## config.mk

```make
export PLATFORM = sky130hd
export DESIGN_NAME = fdma_wr_arbiter
export DESIGN_NICKNAME = d
export VERILOG_FILES = /design/src/rtl/fdma_wr_arbiter.sv
export SDC_FILE = /design/constraint.sdc
export NUM_CORES = 1
export LEC_CHECK = 0
export CAP_MARGIN = 20
export CORE_AREA = 8 8 199 201
export DETAILED_ROUTE_END_ITERATION = 7
export DIE_AREA = 0 0 207 209
export HOLD_SLACK_MARGIN = 0.15
export SYNTH_ARGS = -nofsm -noshare
export SYNTH_HDL_FRONTEND = slang
export SYNTH_SLANG_ARGS = --single-unit
```

## constraint.sdc

```tcl
create_clock -name I_axi_clk -period 1.73 [get_ports I_axi_clk]
set_input_delay 0.346 -clock I_axi_clk [delete_from_list [all_inputs] [get_ports I_axi_clk]]
set_output_delay 0.346 -clock I_axi_clk [all_outputs]
set_load 0.05 [all_outputs]
```

## src/rtl/fdma_wr_arbiter.sv

```systemverilog
// Round-robin arbiter sharing one FDMA write channel between N_REQ video writers.
// Optional watchdog enabled by defining FDMA_WR_ARB_TIMEOUT_EN.
module fdma_wr_arbiter #(
  parameter int N_REQ          = 2,
  parameter int AXI_ADDR_WIDTH = 29,
  parameter int AXI_DATA_WIDTH = 128,
  parameter int TIMEOUT_CYC    = 4096
) (
  input  logic                              I_axi_clk,
  input  logic                              I_rst,
  input  logic [N_REQ*AXI_ADDR_WIDTH-1:0]   I_req_waddr,
  input  logic [N_REQ-1:0]                  I_req_wareq,
  input  logic [N_REQ*16-1:0]               I_req_wsize,
  output logic [N_REQ-1:0]                  O_req_wbusy,
  input  logic [N_REQ*AXI_DATA_WIDTH-1:0]   I_req_wdata,
  output logic [N_REQ-1:0]                  O_req_wvalid,
  output logic [AXI_ADDR_WIDTH-1:0]         O_fdma_waddr,
  output logic                              O_fdma_wareq,
  output logic [15:0]                       O_fdma_wsize,
  input  logic                              I_fdma_wbusy,
  output logic [AXI_DATA_WIDTH-1:0]         O_fdma_wdata,
  input  logic                              I_fdma_wvalid,
`ifdef FDMA_WR_ARB_TIMEOUT_EN
  output logic                              O_arb_timeout,
`endif
  output logic [1:0]                        O_grant_idx
);

  localparam logic [1:0] StIdle = 2'd0;
  localparam logic [1:0] StReq  = 2'd1;
  localparam logic [1:0] StXfer = 2'd2;
  localparam logic [1:0] StDone = 2'd3;

  logic [1:0]                state_q, state_d;
  // The grant register doubles as the round-robin pointer: it only changes on a new grant.
  logic [1:0]                grant_q;
  logic [AXI_ADDR_WIDTH-1:0] waddr_q;
  logic [15:0]               wsize_q;
  logic [1:0]                pick;
  logic                      found;
  logic                      in_burst;
  logic [3:0]                req_ext;

  logic [AXI_ADDR_WIDTH-1:0] addr_arr [4];
  logic [15:0]               size_arr [4];
  logic [AXI_DATA_WIDTH-1:0] data_arr [4];

  assign req_ext = 4'(I_req_wareq);

  for (genvar k = 0; k < 4; k++) begin : g_unpack
    if (k < N_REQ) begin : g_used
      assign addr_arr[k] = I_req_waddr[k*AXI_ADDR_WIDTH +: AXI_ADDR_WIDTH];
      assign size_arr[k] = I_req_wsize[k*16 +: 16];
      assign data_arr[k] = I_req_wdata[k*AXI_DATA_WIDTH +: AXI_DATA_WIDTH];
    end else begin : g_unused
      assign addr_arr[k] = '0;
      assign size_arr[k] = '0;
      assign data_arr[k] = '0;
    end
  end

  // Search last+1, last+2, ... modulo N_REQ for the first pending request.
  always_comb begin
    logic [2:0] sum;
    pick  = grant_q;
    found = 1'b0;
    sum   = '0;
    for (int i = 1; i <= N_REQ; i++) begin
      sum = {1'b0, grant_q} + 3'(i);
      if (sum >= 3'(N_REQ)) sum = sum - 3'(N_REQ);
      if (!found && req_ext[sum[1:0]]) begin
        found = 1'b1;
        pick  = sum[1:0];
      end
    end
  end

  assign in_burst = (state_q == StReq) || (state_q == StXfer);

`ifdef FDMA_WR_ARB_TIMEOUT_EN
  logic [15:0] tmo_cnt_q;
  logic        tmo_flag_q;
  logic        tmo_hit;

  assign tmo_hit       = in_burst && (tmo_cnt_q == 16'(TIMEOUT_CYC - 1));
  assign O_arb_timeout = tmo_flag_q;

  always_ff @(posedge I_axi_clk) begin
    if (I_rst) begin
      tmo_cnt_q  <= '0;
      tmo_flag_q <= 1'b0;
    end else begin
      if (!in_burst || (state_d != state_q)) tmo_cnt_q <= '0;
      else                                   tmo_cnt_q <= tmo_cnt_q + 16'd1;
      if (tmo_hit) tmo_flag_q <= 1'b1;
    end
  end
`endif

  always_comb begin
    state_d = state_q;
    case (state_q)
      StIdle:  if (found) state_d = StReq;
      StReq:   if (I_fdma_wbusy) state_d = StXfer;
      StXfer:  if (!I_fdma_wbusy) state_d = StDone;
      StDone:  state_d = StIdle;
      default: state_d = StIdle;
    endcase
`ifdef FDMA_WR_ARB_TIMEOUT_EN
    if (tmo_hit) state_d = StDone;
`endif
  end

  always_ff @(posedge I_axi_clk) begin
    if (I_rst) begin
      state_q <= StIdle;
      grant_q <= 2'(N_REQ - 1);
      waddr_q <= '0;
      wsize_q <= '0;
    end else begin
      state_q <= state_d;
      if (state_q == StIdle && found) begin
        grant_q <= pick;
        waddr_q <= addr_arr[pick];
        wsize_q <= size_arr[pick];
      end
    end
  end

  for (genvar k = 0; k < N_REQ; k++) begin : g_route
    assign O_req_wbusy[k]  = in_burst && (grant_q == 2'(k));
    assign O_req_wvalid[k] = in_burst && I_fdma_wvalid && (grant_q == 2'(k));
  end

  assign O_fdma_wareq = (state_q == StReq);
  assign O_fdma_waddr = waddr_q;
  assign O_fdma_wsize = wsize_q;
  assign O_fdma_wdata = data_arr[grant_q];
  assign O_grant_idx  = grant_q;

endmodule

```

==> metrics.yaml <==
logic_synthesis:
  synth_area_um2: 4840
  synth_commonest_cells: "130 x mux2i_1, 129 x nor2_1, 49 x dfxtp_1"
  yosys_warnings: 0
  synth_edf_count: 0
  syn_nets: 944
  yosysMostFrequentCell: "mux2i_1"
  yosysSeqAreaShare_pct: 20.3
  synth-async-reset-ratio_pct: 0
  ys_seq_elements: 49
  yosys-top-cells-area: "mux2i_1 27%, dfxtp_1 20%, nor2_1 10%"
  synth_cell_types: 29
  synth_top_area_share_pct: 26.9
  ys.flop_type: "dfxtp_1"
  synth_top_area_cell: "mux2i_1"
  syn_area_per_cell_um2: 8.23
  syn_inst: 588
final_layout:
  synthToLayoutAreaGrowth_pct: 212
  final_util_pct: 41.6
  final_area_um2: 15100
  nets: 1498
  num-fill-cells: 3332
  final_cells: 1615
  final_layout_size_suffix_gt1_share_pct: 49.8
grt:
  grtUsageTotal_pct: 17.3
  grt_pass1_vias: 7528
  grt_pass1_wl_um: 56400
  gr-total-overflow: 0
  grt_max_degree: 71
  antenna_found_initial: 2
sta:
  fmax_ghz: 0.504
  final_max_slew_viol_count: 0
  slew_headroom_pct: 79.3
  finalHoldViolations: 0
  finalCritPeriodShare_pct: 115
  holdWs_ns: 0.442
  period_needed_ns: 1.99
  skew_ns: 0.00952
  setup_viol: 132
  fin_tns_setup_ns: -22.22
  worstMarginPinSlew_ns: 0.302
  rsz0062_at_grt: "true"
  timing.final.ws_setup_ns: -0.255
critical_path:
  crit_buf_inv: 4
  worstPathCellList: "buf_12, buf_8, buf_16, mux2i_4, nor2_4, buf_12"
  critPathKind: "reg -> out"
  arrival_ns: 1.64
  cpMaxStageDelayCell: "dfxtp_4"
  slowest_delay_ns: 0.38
  cp.required_ns: 1.38
  crit_top_cell: "buf_12"
  worstSetupStartpointType: "flip-flop"
  cp_max_fo: 8
  end_kind: "output pin"
  path_delay_family: "buffers and inverters"
placed_design:
  placed_cell_area_um2: 12900
  dp_slack_ns: -0.210
  numPortBuffers: 531
  dpl.hpwl_um: 32000
  dp.cells: 1580
  place.gp.congestion: 0.831
clocking:
  htree_levels: 2
  cts_hold_buf: 0
  cts.sinks: 49
  clock_latency_ns: 0.29
  clock-root-buffer: "clkbuf_16"
  cts_tree: "done"
  clkTransAtPathRegs_ns: 0.08
  clk_path_buf_depth: 2
  cts_buffers: 5
floorplan:
  core-area_um2: 36300
  die_x_um: 207
  ios: 532
  die_h_um: 209
  rows: 70
  die-area_um2: 43300
  start_util_pct: 13.3
job:
  cap_violations: 0
detailed_routing:
  postRouteAntennaNets: 0
  via_per_inst: 4.35
  drt_iter0_drc: 279
  num_vias: 7024
  drt_pass1_iterations: 4
  drc: 0
  drt-wirelength-per-cell_um: 25.1
  wl_um: 40600
worst_hold_path:
  hold_path_class: "in -> reg"
pwr:
  ir_worst_vdd_mv: 0.675
  total_power_mw: 21.9
  p_leak_nw: 5.58
  power_density_nw_per_um2: 1450
status:
  violations: "negative setup slack"
  status: "finished, violations left"
==> state kept, by name, indices dropped and copies added, names as in the netlist <==
register	flops
O_fdma_waddr	29
O_grant_idx	2
state_q	2
O_fdma_wsize	16
==> repair_timing <==
item / in CTS / in global routing
endpoints found under the setup margin: 132 / 132
gates cloned: 7 / 4
resized for setup: 208 / 90
pin swaps: 3 / 12
setup buffers: 13 / 6
==> worst paths after layout <==
check	slack [ns]	to	from	cells after the start
setup / recovery	-0.26	O_fdma_wdata[27]	O_grant_idx[0]	6
hold / removal	0.44	O_fdma_wsize[7]	I_rst	2
setup reg to reg	0.05	O_fdma_waddr[11]	O_grant_idx[0]	6
hold reg to reg	0.50	state_q[0]	state_q[0]	2
==> layout make-up <==
| class | instances | area [um2] | share of cell area, % |
|---|---|---|---|
| clock buffers | 6 | 129 | 0.853 |
| multi-input cells | 465 | 5790 | 38.3 |
| inverters | 2 | 7.51 | 0.0497 |
| clock inverters | 2 | 12.5 | 0.0829 |
| repair buffers | 619 | 7570 | 50.2 |
| flip-flops and latches | 49 | 991 | 6.56 |
| diodes | 4 | 10.0 | 0.0663 |
| well taps | 468 | 586 | 3.88 |
==> cells by family after synthesis <==
logic type | after synthesis | synth area share [%]
simple gates | 189 | 19.3
compound gates | 141 | 24.8
mux | 131 | 27.1
buf+inv | 74 | 7.42
flops | 49 | 20.3
fa+ha+maj | 4 | 1.03
==> layer usage <==
layer	vias to the layer above	part of all wire (%)	global-route usage (%)
met5	-	0	0
li1	3307	-	-
met1	3354	39	19.9
met2	326	51	30.2
met3	37	6.7	4.47
met4	0	3.5	6.85
==> report_power, final <==
| part | switching, mW | internal (mW) | total (mW) |
|---|---|---|---|
| Clock | 0.466 | 0.540 | 1.01 |
| Combinational | 10.2 | 8.80 | 19.0 |
| Sequential | 0.321 | 1.63 | 1.95 |
==> worst reg2reg max path, cell delays in order, from the launching register on <==
cell,delay (ns)
dfxtp_4,0.37
buf_4,0.19
clkbuf_16,0.18
nand2b_1,0.19
a21boi_4,0.19
buf_12,0.27
a311oi_2,0.16
==> layout by cell type (no fill, tap or decap), types with 2 or more instances in the layout <==
cell type	instances
a311oi_2	30
o21ai_0	45
mux2i_4	102
ha_1	3
a211oi_1	45
buf_12	130
buf_8	7
dfxtp_4	2
and2_4	2
buf_4	89
and3b_2	2
inv_4	2
o21bai_1	2
diode_2	4
inv_2	2
clkbuf_16	9
dfxtp_2	2
clkdlybuf4s50_1	350
nand3b_1	45
nor2_2	9
nand2b_1	4
a311oi_1	15
mux2i_2	16
dfxtp_1	45
mux2i_1	12
buf_6	28
nor2_4	120
buf_16	10
Power figures use the tool's default switching activity.
